--- src/rtl/sd_loader_pkg.sv ---
// Shared types and constants for the SD sector stream loader.
// The PREAMBLE state only exists when SDLOAD_PREAMBLE_EN is defined.
package sd_loader_pkg;

    localparam logic [7:0] ASCII_ZERO  = 8'h30;
    localparam logic [7:0] DEFAULT_EOF = 8'h1A;

`ifdef SDLOAD_PREAMBLE_EN
    typedef enum logic [2:0] {IDLE, PREAMBLE, REQ, WAIT_ACK, FETCH, SEND, DONE} state_t;
`else
    typedef enum logic [2:0] {IDLE, REQ, WAIT_ACK, FETCH, SEND, DONE} state_t;
`endif

endpackage

--- src/rtl/sd_stream_loader.sv ---
// Streams SD sectors byte-by-byte to a valid/ready sink until an EOF byte.
// Optional ASCII digit preamble built only when SDLOAD_PREAMBLE_EN is defined.
module sd_stream_loader
    import sd_loader_pkg::*;
#(
    parameter int         SECTOR_BYTES = 512,
    parameter int         LBA_W        = 9,
    parameter int         MAX_SECTORS  = 512,
    parameter logic [7:0] EOF_BYTE     = DEFAULT_EOF,
    parameter int         PREAMBLE_LEN = 10,
    localparam int        AW           = $clog2(SECTOR_BYTES)
) (
    input  logic             clk_sys,
    input  logic             reset_n,
    input  logic             start,
    input  logic             abort,
    output logic [LBA_W-1:0] sd_lba,
    output logic             sd_rd,
    input  logic             sd_ack,
    output logic [AW-1:0]    buf_addr,
    input  logic [7:0]       buf_dout,
    output logic [7:0]       tx_data,
    output logic             tx_valid,
    input  logic             tx_ready,
    output logic             busy,
    output logic             done,
    output logic             error,
    output logic [LBA_W-1:0] sector_count
);

    localparam logic [AW-1:0]    LAST_ADDR = AW'(SECTOR_BYTES - 1);
    localparam logic [LBA_W-1:0] LAST_SECT = LBA_W'(MAX_SECTORS - 1);

    if (SECTOR_BYTES < 64 || SECTOR_BYTES > 4096 || (SECTOR_BYTES & (SECTOR_BYTES - 1)) != 0 ||
        MAX_SECTORS < 1 || MAX_SECTORS > (1 << LBA_W) || PREAMBLE_LEN < 1 || PREAMBLE_LEN > 10)
    begin : g_bad_cfg
        $error("sd_stream_loader: parameter out of range");
    end

    state_t           r_state, w_next;
    logic             r_sd_rd, r_tx_valid, r_busy, r_done, r_error;
    logic             r_ack_seen, r_abort_pend, r_fetch_wait;
    logic [7:0]       r_tx_data;
    logic [LBA_W-1:0] r_lba, r_count;
    logic [AW-1:0]    r_addr;
    logic             w_accept, w_last, w_at_max, w_ack_fall;

    assign w_accept   = r_tx_valid & tx_ready;
    assign w_last     = (r_addr == LAST_ADDR);
    assign w_at_max   = (r_count == LAST_SECT);
    assign w_ack_fall = r_ack_seen & ~sd_ack;

`ifdef SDLOAD_PREAMBLE_EN
    logic [3:0] r_pre_idx;
    logic       w_pre_last;
    assign w_pre_last = (r_pre_idx == 4'(PREAMBLE_LEN - 1));
`endif

    always_comb begin
        w_next = r_state;
        case (r_state)
            IDLE: if (start) begin
`ifdef SDLOAD_PREAMBLE_EN
                w_next = PREAMBLE;
`else
                w_next = REQ;
`endif
            end
`ifdef SDLOAD_PREAMBLE_EN
            PREAMBLE: begin
                if (abort)                       w_next = DONE;
                else if (w_accept && w_pre_last) w_next = REQ;
            end
`endif
            REQ:      w_next = WAIT_ACK;
            // An abort here is deferred so the host's fill cycle always completes.
            WAIT_ACK: if (w_ack_fall) w_next = (r_abort_pend || abort) ? DONE : FETCH;
            FETCH: begin
                if (abort)              w_next = DONE;
                else if (!r_fetch_wait) w_next = (buf_dout == EOF_BYTE) ? DONE : SEND;
            end
            SEND: begin
                if (abort)         w_next = DONE;
                else if (w_accept) w_next = !w_last ? FETCH : (w_at_max ? DONE : REQ);
            end
            DONE:    w_next = IDLE;
            default: w_next = IDLE;
        endcase
    end

    always_ff @(posedge clk_sys or negedge reset_n) begin
        if (!reset_n) begin
            r_state      <= IDLE;
            r_sd_rd      <= 1'b0;
            r_tx_valid   <= 1'b0;
            r_tx_data    <= '0;
            r_busy       <= 1'b0;
            r_done       <= 1'b0;
            r_error      <= 1'b0;
            r_lba        <= '0;
            r_count      <= '0;
            r_addr       <= '0;
            r_ack_seen   <= 1'b0;
            r_abort_pend <= 1'b0;
            r_fetch_wait <= 1'b0;
`ifdef SDLOAD_PREAMBLE_EN
            r_pre_idx    <= '0;
`endif
        end else begin
            r_state <= w_next;
            r_done  <= 1'b0;
            case (r_state)
                IDLE: if (start) begin
                    r_error      <= 1'b0;
                    r_lba        <= '0;
                    r_count      <= '0;
                    r_addr       <= '0;
                    r_busy       <= 1'b1;
                    r_ack_seen   <= 1'b0;
                    r_abort_pend <= 1'b0;
                    r_fetch_wait <= 1'b0;
`ifdef SDLOAD_PREAMBLE_EN
                    r_tx_data    <= ASCII_ZERO;
                    r_tx_valid   <= 1'b1;
                    r_pre_idx    <= '0;
`endif
                end
`ifdef SDLOAD_PREAMBLE_EN
                PREAMBLE: begin
                    if (abort) begin
                        r_tx_valid <= 1'b0;
                        r_error    <= 1'b1;
                    end else if (w_accept) begin
                        if (w_pre_last) begin
                            r_tx_valid <= 1'b0;
                        end else begin
                            r_pre_idx <= r_pre_idx + 4'd1;
                            r_tx_data <= ASCII_ZERO + {4'd0, r_pre_idx + 4'd1};
                        end
                    end
                end
`endif
                REQ: begin
                    r_sd_rd <= 1'b1;
                    if (abort) r_abort_pend <= 1'b1;
                end
                WAIT_ACK: begin
                    if (abort) r_abort_pend <= 1'b1;
                    if (sd_ack) begin
                        r_ack_seen <= 1'b1;
                        r_sd_rd    <= 1'b0;
                    end else if (r_ack_seen) begin
                        r_ack_seen   <= 1'b0;
                        r_addr       <= '0;
                        r_fetch_wait <= 1'b1;
                        if (r_abort_pend || abort) r_error <= 1'b1;
                    end
                end
                FETCH: begin
                    if (abort) begin
                        r_error <= 1'b1;
                    end else if (r_fetch_wait) begin
                        r_fetch_wait <= 1'b0;
                    end else if (buf_dout != EOF_BYTE) begin
                        r_tx_data  <= buf_dout;
                        r_tx_valid <= 1'b1;
                    end
                end
                SEND: begin
                    if (abort) begin
                        r_tx_valid <= 1'b0;
                        r_error    <= 1'b1;
                    end else if (w_accept) begin
                        r_tx_valid <= 1'b0;
                        if (w_last) begin
                            r_addr <= '0;
                            if (w_at_max) begin
                                r_error <= 1'b1;
                            end else begin
                                r_count <= r_count + 1'b1;
                                r_lba   <= r_lba + 1'b1;
                            end
                        end else begin
                            r_addr       <= r_addr + 1'b1;
                            r_fetch_wait <= 1'b1;
                        end
                    end
                end
                DONE: begin
                    r_busy <= 1'b0;
                    r_done <= ~r_error;
                end
                default: ;
            endcase
        end
    end

    assign sd_rd        = r_sd_rd;
    assign sd_lba       = r_lba;
    assign buf_addr     = r_addr;
    assign tx_data      = r_tx_data;
    assign tx_valid     = r_tx_valid;
    assign busy         = r_busy;
    assign done         = r_done;
    assign error        = r_error;
    assign sector_count = r_count;

endmodule

--- config.mk ---
export PLATFORM = sky130hd
export DESIGN_NAME = sd_stream_loader
export DESIGN_NICKNAME = d
export VERILOG_FILES = /design/src/rtl/sd_loader_pkg.sv /design/src/rtl/sd_stream_loader.sv
export SDC_FILE = /design/constraint.sdc
export NUM_CORES = 1
export LEC_CHECK = 0
export ABC_AREA = 1
export BUFFER_PORTS_ARGS = -buffer_cell sky130_fd_sc_hd__buf_4
export CORE_MARGIN = 1
export CORE_UTILIZATION = 30
export CTS_CLUSTER_SIZE = 28
export DETAILED_ROUTE_END_ITERATION = 6
export PLACE_DENSITY = 0.51
export SETUP_SLACK_MARGIN = 0.1
export SYNTH_ARGS = -nofsm -noshare
export SYNTH_HDL_FRONTEND = slang
export SYNTH_SLANG_ARGS = --single-unit
--- constraint.sdc ---
create_clock -name clk_sys -period 2.6 [get_ports clk_sys]
set_clock_uncertainty 0.15 [all_clocks]
set_input_delay 0.13 -clock clk_sys [delete_from_list [all_inputs] [get_ports clk_sys]]
set_output_delay 0.13 -clock clk_sys [all_outputs]
set_load 0.01 [all_outputs]
After elaboration in Yosys (flattened, before gate mapping)
Cells that the tools add are included.
{"block": "classes", "addsub": 3, "multipliers": 0, "div": 0, "n_lt_le_gt_ge": 0, "n_eq_ne": 29, "n_shift": 0, "n_mux": 59, "bitwise": 6, "reduce_logical": 22}
{"op": "$mux 9", "count": 14}
{"op": "$pmux 9 s2", "count": 2}
{"op": "$ne 2x2->1 const B", "count": 15}
{"op": "$add 9x1->9 const B", "count": 3}
{"op": "$mux 3", "count": 9}
{"op": "$pmux 9 s3", "count": 1}
{"op": "$mux 1", "count": 25}
{"op": "$eq 9x9->1 const B", "count": 2}
{"op": "$pmux 3 s5", "count": 1}
{"op": "$ne 3x3->1 const B", "count": 4}
{"op": "$reduce_and 6->1", "count": 2}
{"op": "$reduce_bool 2->1", "count": 6}
{"op": "$pmux 1 s2", "count": 5}
{"op": "$reduce_and 9->1", "count": 1}
{"op": "$eq 8x5->1 const B", "count": 1}
{"op": "$ne 8x5->1 const B", "count": 1}
{"op": "$pmux 1 s4", "count": 2}
{"op": "$reduce_and 4->1", "count": 2}
{"op": "$reduce_and 8->1", "count": 1}
{"op": "$eq 3x2->1 const B", "count": 2}
{"op": "$eq 3x3->1 const B", "count": 2}
{"op": "$reduce_and 2->1", "count": 3}
{"op": "$reduce_and 5->1", "count": 1}
{"op": "$not 1->1", "count": 4}
{"op": "9 further kinds", "count": 10}
{"block": "totals", "regBits": 46, "latch_bits": 0, "ramBits": 0, "mem_bits_ro": 0, "output_inout_bits": 40, "memories": 0}

Longest topological paths before layout
{"block": "depth", "word_depth": 6, "mapped_depth": 13, "depth_no_buf": 13}

Worst setup path after synthesis
No wires, ideal clock.
{"block": "synth_timing", "path_kind": "reg-to-reg", "startpoint": "register r_count[0] (netlist: sector_count[0])", "endpoint": "register r_lba[4] (netlist: sd_lba[4])", "setup_ns": 0.117, "arrival_time_ns": 1.818, "t_required_ns": 2.333, "setup_slack_ns": 0.515, "stages_incl_launch_ff": 14, "path_buffers": 1, "cell_sequence": "dfrtp_1 > ha_1 > nand3_1 > nor2_1 > nand2_1 > nor2_1 > ha_1 > inv_1 > o21ai_1 > nand3b_4 > nor2_4 > buf_6 > nand2_1 > nand2_1"}
{"block": "synth_between", "elab_chain_cells": 3}
{"item": "start, declared", "line_no": "sd_stream_loader.sv:44", "rtl": "logic [LBA_W-1:0] r_lba, r_count;"}
{"item": "start signal, assigned", "line_no": "sd_stream_loader.sv:180", "rtl": "r_count <= r_count + 1'b1;"}
{"item": "$eq 9x9->1", "line_no": "sd_stream_loader.sv:50", "rtl": "assign w_at_max = (r_count == LAST_SECT);"}
{"item": "$ne 2x2->1 (no line)"}
{"item": "$reduce_and 6->1 (no line)"}
{"item": "end signal, assigned", "line_no": "sd_stream_loader.sv:181", "rtl": "r_lba <= r_lba + 1'b1;"}
{"item": "end, declared", "line_no": "sd_stream_loader.sv:44"}
Every way passes these cells.
A chain may end at the register's enable or synchronous reset.

Worst setup path in the final report
{"block": "layout_timing", "startpoint": "register r_count[0] (netlist: sector_count[0])", "endpoint": "register r_lba[7] (netlist: sd_lba[7])"}
Same word-level chain as after synthesis.

==> results.cfg <==
[cts]
cts-root-buf = clkbuf_8
cts_tree = done
cts_buffers = 5
clk_latency_ps = 300
numClockSinks = 46
htreeDepth = 2
cts_max_path_buffers = 2
clk_pin_slew_worst_paths_ps = 90

[global_routing]
antenna_found_initial = 0
grt_pass1_vias = 2651
grt_use_total_pct = 15.47
grt_max_degree = 47
grt_pass1_wl_um = 12320
gr-total-overflow = 0

[placement]
io_buffers = 53
pre_cts_slack_ps = 103.7
dp_hpwl_um = 4936
place.gp.congestion = 0.8505

[die]
die_area_um2 = 9831
ios = 54
initial_utilization_pct = 30.79
coreArea_um2 = 9196
die_y_um = 99.15
chipWidth_um = 99.15
num_rows = 35

[worst_setup_path]
end_kind = register
arrival_ps = 2300
criticalPathCategory = register to register
crit_family = simple AND/OR/NAND/NOR gates
max_stage_delay_ps = 440
cpMostUsedCell = nand2_1
reg2reg_from = sector_count[0]
ff2ff_path_depth = 13
worstPathCellList = ha_1 > nand3_1 > nor2_1 > nand2_1 > nor2_1 > ha_1 > inv_1 > o21ai_1 > nand3b_4 > nor2_4 > buf_12 > nand2_1 > nand2_1
r2r_end = sd_lba[7]
worstPathRequired_ps = 2650
path_max_fanout = 13
r2r_slack_ps = 350
cp-start-kind = register
crit_buf_inv = 2
cp_slowest_cell = dfrtp_1

[finish]
layout_commonest_cell = nand2_1
fin_nets = 496
postLayoutCoreUtil_pct = 38.49
drive_gt1_share_pct = 18.20
num_antenna_cells = 0
final_cell_mix = nand2_1, buf_4, nor2_1, dfrtp_1, inv_1
syn_to_final_growth_pct = 25.01

[logic_synthesis]
synth_area_um2 = 2831
yosysWarnings = 0
syn-num-nets = 431
synth_seq_cells = 46
ys_types = 32
synth_top_area_share_pct = 40.65
synthCells = 412
synth.area.top_cells = dfrtp_1, nand2_1, nor2_1
avgSynthCellArea_um2 = 6.872
synth_area_leader_cell = dfrtp_1
ys_seq_area_share_pct = 40.65

[hold_path]
hold_end = busy
worst_hold_path_type = input port to register
min_from = start
whs_path_depth = 3

[sta]
fmax_ghz = 0.4439
rsz0062_at_grt = no
finalHoldViolCount = 0
min_period_ps = 2253
worst_slew_pin_slew_ps = 600.9
slew-limit-headroom_pct = 59.94
fin_crit_sh_pct = 86.65
tns_ps = 0
drv_slew = 0
fin_ws_ps = 347.0
setup_viol_count_final = 0

[pwr]
total_power_uw = 2735
p_leak_uw = 0.001879
power_density_nw_per_um2 = 772.6
vdd_drop_max_v = 0.0002512

[run]
cap_violations = 0

[drt]
dr.pass1.iters = 6
drc = 0
postRouteWirelength_um = 6951
viasPerCell = 4.567
vias = 2690
drtAntennaViolNets = 0
initialDrtViolationCount = 85
wl_per_cell_um = 11.80

[outcome]
status = finished, final reports clean
-- stage by stage --
| stage | instances | hold slack (ps) | instance area [µm²] |
|---|---|---|---|
| floorplan | 412 | -315.6 | 2831 |
| global placement | 570 | 40.29 | 3327 |
| detailed placement | 570 | 45.18 | 3327 |
| CTS | 589 | 11.86 | 3536 |
| global route | 589 | 45.01 | 3540 |
| finish | 589 | 14.89 | 3540 |
-- state kept, by name (all words and copies together), names as in the netlist --
name,flops
buf_addr,9
sd_lba,9
sector_count,9
tx_data,8
r_state,3
busy,1
done,1
error,1
r_abort_pend,1
r_ack_seen,1
r_fetch_wait,1
sd_rd,1
tx_valid,1
-- timing repair --
action,4_1_cts,5_1_grt
setup endpoints to repair,18,18
gates resized for setup,0,2
hold buffers,9,0
setup buffers,2,0
hold endpoints to repair,54,0
pin swaps,1,0
-- worst max path at each step --
stage / slack (ps) / to / cells after the start / startpoint
finish: 350 / sd_lba[7] / 13 / sector_count[0]
global route: 100 / sector_count[5] / 13 / sector_count[0]
CTS: 220 / sector_count[1] / 11 / buf_addr[0]
detailed placement: 100 / sd_lba[1] / 10 / buf_addr[0]
global placement: 130 / sd_lba[7] / 10 / buf_addr[0]
floorplan: 520 / sd_lba[4] / 13 / sector_count[0]
-- Yosys cell counts (all sizes together) --
cell type    n
nand3b       1
inv         46
nand3       25
ha           5
clkbuf       1
a21o         1
nor3         4
nor4         2
dfrtp       46
xor2         2
xnor2        2
nor2        56
o21ai       15
nand2      183
o21bai       6
a21oi        2
nor3b        2
buf          6
o22ai        1
nand4        6
-- worst register-to-register path, delay by kind of cell, from the launching register on --
family	cells	cell delay (ps)
AND/OR/NAND/NOR	8	760
flip-flops	1	440
adder cells (fa/ha/maj)	2	410
buffers and inverters	2	200
AO/OA/AOI/OAI	1	190
-- report_power, final --
part	internal [µW]	switching, µW	total, µW	leakage, µW
clock	215	250	465	0.0000482
sequential	859	133	992	0.000611
combinational	486	792	1280	0.00122
total	1560	1180	2730	0.00188
-- metal layers --
| layer | wire length (µm) | vias up | global-route usage, % |
|---|---|---|---|
| met3 | 212 | 8 | 2.600 |
| met2 | 3389 | 36 | 27.11 |
| met5 | 0 | - | 0 |
| met4 | 109 | 0 | 5.204 |
| li1 | - | 1405 | - |
| met1 | 3239 | 1241 | 19.34 |
-- cell type report --
type	instances	area, µm²
fill	985	5657
multi-input combinational	313	1459
tap	111	138.9
inverter	46	175.2
sequential	46	1152
timing repair buffer	65	523.0
clock buffer	7	86.33
clock inverter	1	5.005
-- cells by family after synthesis --
group	count (synthesis)	synth area share, %
xor+xnor	4	1.238
buf+inv	53	7.909
flops	46	40.65
compound gates	25	5.082
simple gates	279	42.91
fa+ha+maj	5	2.209
Note: power is estimated with default switching activity, not from simulation.
